## config.mk

```make
export PLATFORM = sky130hd
export DESIGN_NAME = reg_arith_bank
export DESIGN_NICKNAME = d
export VERILOG_FILES = /design/src/rtl/reg_arith_bank.sv
export SDC_FILE = /design/constraint.sdc
export NUM_CORES = 1
export LEC_CHECK = 0
export BUFFER_PORTS_ARGS = -buffer_cell sky130_fd_sc_hd__buf_2
export CORE_AREA = 2 2 81 83
export DETAILED_ROUTE_END_ITERATION = 12
export DIE_AREA = 0 0 83 85
export PLACE_DENSITY = 0.66
export SYNTH_ARGS = -nofsm -noshare
export SYNTH_HDL_FRONTEND = slang
export SYNTH_SLANG_ARGS = --single-unit
```

## constraint.sdc

```tcl
create_clock -name clk -period 5 [get_ports clk]
set_input_delay 1.25 -clock clk [delete_from_list [all_inputs] [get_ports clk]]
set_output_delay 1.25 -clock clk [all_outputs]
set_load 0.02 [all_outputs]
```

## src/rtl/reg_arith_bank.sv

```systemverilog
// reg_arith_bank: small bank of loop/pointer registers with INCR, DECR, LOAD
// and branch-target computation (JIZR/JNZR) behind a valid/ready handshake.
// Results are registered one cycle after acceptance and held under
// consumer back-pressure; accept and consume may coincide for full throughput.
// Optional feature macro: REG_ARITH_SAT_EN (saturating INCR/DECR plus 'sat' port).
module reg_arith_bank #(
    parameter int WIDTH    = 8,
    parameter int NREGS    = 4,
    parameter int OFFW     = 3,
    parameter int ZERO_OFF = 16
) (
    input  logic                     clk,
    input  logic                     reset,
    input  logic                     op_valid,
    output logic                     op_ready,
    input  logic [2:0]               op,
    input  logic [$clog2(NREGS)-1:0] sel,
    input  logic [OFFW-1:0]          off,
    input  logic [WIDTH-1:0]         pc,
    input  logic [WIDTH-1:0]         ld_data,
    output logic                     res_valid,
    input  logic                     res_ready,
    output logic [WIDTH-1:0]         res,
    output logic                     res_zero,
    output logic                     br_taken,
    input  logic [$clog2(NREGS)-1:0] rd_sel,
    output logic [WIDTH-1:0]         rd_data
`ifdef REG_ARITH_SAT_EN
    ,
    output logic                     sat
`endif
);

    localparam int SELW = $clog2(NREGS);

    localparam logic [2:0] OP_INCR = 3'b001;
    localparam logic [2:0] OP_DECR = 3'b010;
    localparam logic [2:0] OP_JIZR = 3'b011;
    localparam logic [2:0] OP_JNZR = 3'b100;
    localparam logic [2:0] OP_LOAD = 3'b101;

    localparam logic [WIDTH-1:0] L_ZERO_OFF = WIDTH'(ZERO_OFF);

    logic [WIDTH-1:0] w_bank [NREGS];
    logic [WIDTH-1:0] w_cur;
    logic             w_accept;
    logic             w_wr_en;
    logic [WIDTH-1:0] w_wr_val;
    logic             w_has_res;
    logic [WIDTH-1:0] w_res_next;
    logic             w_zero_next;
    logic             w_br_next;
    logic             w_sat_next;
    logic [WIDTH-1:0] w_disp;
    logic [WIDTH-1:0] w_tgt;

    logic             r_res_valid;
    logic [WIDTH-1:0] r_res;
    logic             r_res_zero;
    logic             r_br_taken;
    logic             r_sat;

    assign w_cur    = w_bank[sel];
    assign rd_data  = w_bank[rd_sel];

    // Ready whenever the output slot is empty or being drained this cycle.
    assign op_ready = !reset && (!r_res_valid || res_ready);
    assign w_accept = op_valid && op_ready;

    // A zero offset would be a jump-to-self, so substitute a fixed displacement.
    assign w_disp = (off != '0) ? WIDTH'({off, 1'b0}) : L_ZERO_OFF;
    // Branch target always wraps; the carry is dropped by truncation.
    assign w_tgt  = pc + w_disp;

`ifdef REG_ARITH_SAT_EN
    // Extra bit exposes carry/borrow so the saturating path can detect the limit.
    logic [WIDTH:0] w_inc;
    logic [WIDTH:0] w_dec;
    assign w_inc = {1'b0, w_cur} + (WIDTH+1)'(1);
    assign w_dec = {1'b0, w_cur} - (WIDTH+1)'(1);
`else
    logic [WIDTH-1:0] w_inc;
    logic [WIDTH-1:0] w_dec;
    assign w_inc = w_cur + WIDTH'(1);
    assign w_dec = w_cur - WIDTH'(1);
`endif

    // Decode the operation into a bank write and the next result fields.
    always_comb begin
        w_wr_en     = 1'b0;
        w_wr_val    = w_cur;
        w_has_res   = 1'b0;
        w_res_next  = r_res;
        w_zero_next = r_res_zero;
        w_br_next   = 1'b0;
        w_sat_next  = 1'b0;
        case (op)
            OP_INCR: begin
                w_wr_en   = 1'b1;
                w_has_res = 1'b1;
`ifdef REG_ARITH_SAT_EN
                if (w_inc[WIDTH]) begin
                    w_wr_val   = w_cur;
                    w_sat_next = 1'b1;
                end else begin
                    w_wr_val = w_inc[WIDTH-1:0];
                end
`else
                w_wr_val  = w_inc;
`endif
            end
            OP_DECR: begin
                w_wr_en   = 1'b1;
                w_has_res = 1'b1;
`ifdef REG_ARITH_SAT_EN
                if (w_dec[WIDTH]) begin
                    w_wr_val   = w_cur;
                    w_sat_next = 1'b1;
                end else begin
                    w_wr_val = w_dec[WIDTH-1:0];
                end
`else
                w_wr_val  = w_dec;
`endif
            end
            OP_LOAD: begin
                w_wr_en   = 1'b1;
                w_has_res = 1'b1;
                w_wr_val  = ld_data;
            end
            OP_JIZR: begin
                w_has_res = 1'b1;
                w_br_next = (w_cur == '0);
            end
            OP_JNZR: begin
                w_has_res = 1'b1;
                w_br_next = (w_cur != '0);
            end
            default: begin
                w_has_res = 1'b0;
            end
        endcase
        if (w_wr_en) begin
            w_res_next  = w_wr_val;
            w_zero_next = (w_wr_val == '0);
        end else if (w_has_res) begin
            w_res_next  = w_tgt;
            w_zero_next = (w_cur == '0);
        end
    end

    // Result register: load on accepted result-producing ops, clear valid on consume.
    always_ff @(posedge clk) begin
        if (reset) begin
            r_res_valid <= 1'b0;
            r_res       <= '0;
            r_res_zero  <= 1'b0;
            r_br_taken  <= 1'b0;
            r_sat       <= 1'b0;
        end else if (w_accept && w_has_res) begin
            r_res_valid <= 1'b1;
            r_res       <= w_res_next;
            r_res_zero  <= w_zero_next;
            r_br_taken  <= w_br_next;
            r_sat       <= w_sat_next;
        end else if (res_ready) begin
            r_res_valid <= 1'b0;
        end
    end

    // One register per bank entry; written on the same edge as the result.
    genvar gi;
    generate
        for (gi = 0; gi < NREGS; gi++) begin : g_bank
            logic [WIDTH-1:0] r_entry;
            // Entry update on an accepted write to this index.
            always_ff @(posedge clk) begin
                if (reset) begin
                    r_entry <= '0;
                end else if (w_accept && w_wr_en && (sel == SELW'(gi))) begin
                    r_entry <= w_wr_val;
                end
            end
            assign w_bank[gi] = r_entry;
        end
    endgenerate

    assign res_valid = r_res_valid;
    assign res       = r_res;
    assign res_zero  = r_res_zero;
    assign br_taken  = r_br_taken;
`ifdef REG_ARITH_SAT_EN
    assign sat       = r_sat;
`else
    logic w_unused_sat;
    assign w_unused_sat = r_sat;
`endif

endmodule

```

==> impl_metrics.toml <==
[setup_path]
start_kind = "primary input"
rr_endpoint = "g_bank[1].r_entry[5]"
critical_path.cell_chain = "buf_2, mux4_2, ha_1, and3_1, a221o_1, a31oi_1, xnor2_1, a222oi_1, a21oi_1"
end_kind = "flip-flop"
critical_path.endpoint = "g_bank[1].r_entry[5]"
rrSetupSlack_ns = 1.97
crit_type = "primary input to flip-flop"
critPathSlowestCell = "mux4_2"
slowest_delay_ns = 0.60
reg2reg_depth = 8
crit_required_ns = 5.15
crit_arrival_ns = 4.24
r2r-start = "g_bank[3].r_entry[2]"
crit_path_start = "sel[1]"
crit_fanout = 14

[routing]
wire_per_inst_um = 17.5
drtPass1Iterations = 5
num_vias = 2463
wl_um = 7230
via_per_inst = 5.96
drc = 0
drt_iter0_drc = 156
ant_nets = 0

[run_status]
outcome = "completed"

[die]
core_area_mm2 = 0.00620
row_count = 29
start_util_pct = 44.1
dieArea_mm2 = 0.00706
die_h_um = 85
fp.dieW_um = 83
ios = 50

[global_route]
antenna_found_initial = 0
grt_first_pass_wirelength_um = 11900
overflow = 0
grtUsageTotal_pct = 20.7
grt_pass1_vias = 2416
grt_start_max_net_pins = 33

[sta]
fin_setup_tns_ns = 0
fin_ws_ns = 0.911
setup_violations = 0
slew_headroom_pct = 30.3
rsz0062_at_grt = "false"
timing.fmax_ghz = 0.245
clock_skew_ns = 0.00694
period_share_pct = 81.8
slew_violations = 0
finalCriticalPeriod_ns = 4.09
hold_viol = 0
worstMarginPinSlew_ns = 1.04

[cells_and_area]
mostFrequentLayoutCell = "buf_2"
final_cell_mix = "49 x buf_2, 43 x dfxtp_1, 37 x nor2_1"
post_route_cells_drive_above_1_share_pct = 26.2
fillers = 615
diodes = 0
area_delta_synth_final_pct = 12.9
final_area_mm2 = 0.00309
fin_nets = 377
post-route-util_pct = 49.7

[logic_synthesis]
synth_edf_count = 0
ys_seq_elements = 43
yosys.area.top_type = "dfxtp_1"
synth_fp_nets = 340
synth_cell_types = 53
synth_area_leaders = "dfxtp_1 31%, mux4_2 13%, a211oi_1 5.5%"
netlist_area_mm2 = 0.00273
ys_warn_count = 0
synth_flop_cell = "dfxtp_1"
synth_seq_area_share_pct = 31.5
yosys.area.top_type_share_pct = 31.5
syn_avg_cell_area_um2 = 9.17
synthCells = 298
synthArstFlopShare_pct = 0

[power_and_ir_drop]
powerDensity_mw_per_mm2 = 234
ir_drop_uv = 165
p_leak_nw = 1.26
p_total_mw = 0.723

[placed_design]
gp_congestion = 0.966
pre_cts_ws_ns = 0.654
place_hpwl_um = 5470
port_buffers = 49
place_area_mm2 = 0.00300

[min_path]
hold_path.class = "flip-flop to flip-flop"
holdCritStartpoint = "res[5]"

[clocking]
clkSlewWorstSetupHoldPaths_ns = 0.08
cts_buffers = 5
hold_buffers = 0
ctsLongestPathBuffers = 2
cts_resized = 0
htree_levels = 2
cts_tree = "built"
post_cts_buffers = 0
cts_root_buf = "clkbuf_8"
clkSinkCount = 43
clk-insertion-delay-late_ns = 0.30

[job]
cap_violations = 0
-- how the worst min path moves through the flow --
stage                                 endpoint  depth (start not counted)
after floorplan           g_bank[1].r_entry[1]                          2
after global placement                  res[5]                          2
after detailed placement                res[5]                          2
after CTS                               res[5]                          2
after global routing                    res[5]                          2
final                                   res[5]                          2
-- cell type report --
class / count / area, µm² / area share [%]
Inverter: 11 / 41.3 / 1.34
Timing Repair Buffer: 53 / 275 / 8.92
Tap cell: 77 / 96.3 / 3.12
Clock inverter: 2 / 12.5 / 0.405
Sequential cell: 43 / 861 / 27.9
Multi-Input combinational cell: 221 / 1730 / 56.0
Clock buffer: 6 / 72.6 / 2.35
-- report_power, final --
part / internal, mW / switching [mW]
Clock: 0.0978 / 0.123
Sequential: 0.352 / 0.00599
Combinational: 0.0557 / 0.0882
Total: 0.505 / 0.217
-- per-stage QoR --
stage | hold WS (ns) | cells
6_report | 0.511 | 413
5_1_grt | 0.519 | 413
4_1_cts | 0.513 | 413
3_5_place_dp | 0.501 | 405
3_3_place_gp | 0.496 | 405
2_1_floorplan | 0.472 | 298
-- synthesized netlist by cell type (3+ instances only) --
master     n
a211oi_1  20
a21o_1     5
a21oi_1   26
a22o_1     5
buf_2      8
clkbuf_1  13
dfxtp_1   43
ha_1      10
inv_1      9
mux2i_1    4
mux4_2    16
nand2_1   12
nand3_1    3
nor2_1    37
nor3_1     4
nor3b_1    4
nor4_1     3
o21ai_0   16
o21ai_1    6
xnor2_1    6
xor2_1     4
-- cells by family (layout without fill, tap and decap cells) --
family	after synthesis	count (layout)	share of synthesized area [%]
muxes	22	22	15.7
adders and majority gates	12	12	6.04
buffers and inverters	34	72	5.31
AOI/OAI and AO/OA	98	98	23.8
DFF	43	43	31.5
xor gates and xnor gates	10	10	3.20
and+or+nand+nor	79	79	14.5
-- sequential cells by signal, indices dropped and copies added (netlist names) --
register and cells:
g_bank.r_entry 32, res_zero 1, res 8, res_valid 1
br_taken 1
-- worst max-delay path, delay by kind of cell --
family | cells | cell delay [ns]
mux | 1 | 0.60
xor+xnor | 1 | 0.12
fa+ha+maj | 1 | 0.36
compound gates | 4 | 1.36
buf+inv | 1 | 0.35
simple gates | 1 | 0.20
-- routing by layer --
| layer | up-vias | wire length, µm | global-route usage [%] |
|---|---|---|---|
| met3 | 9 | 469 | 3.99 |
| met5 | - | 0 | 0 |
| met4 | 0 | 85 | 5.22 |
| met1 | 1186 | 3260 | 28.3 |
| li1 | 1187 | - | - |
| met2 | 81 | 3410 | 34.2 |
Note: power is estimated with default switching activity, not from simulation.
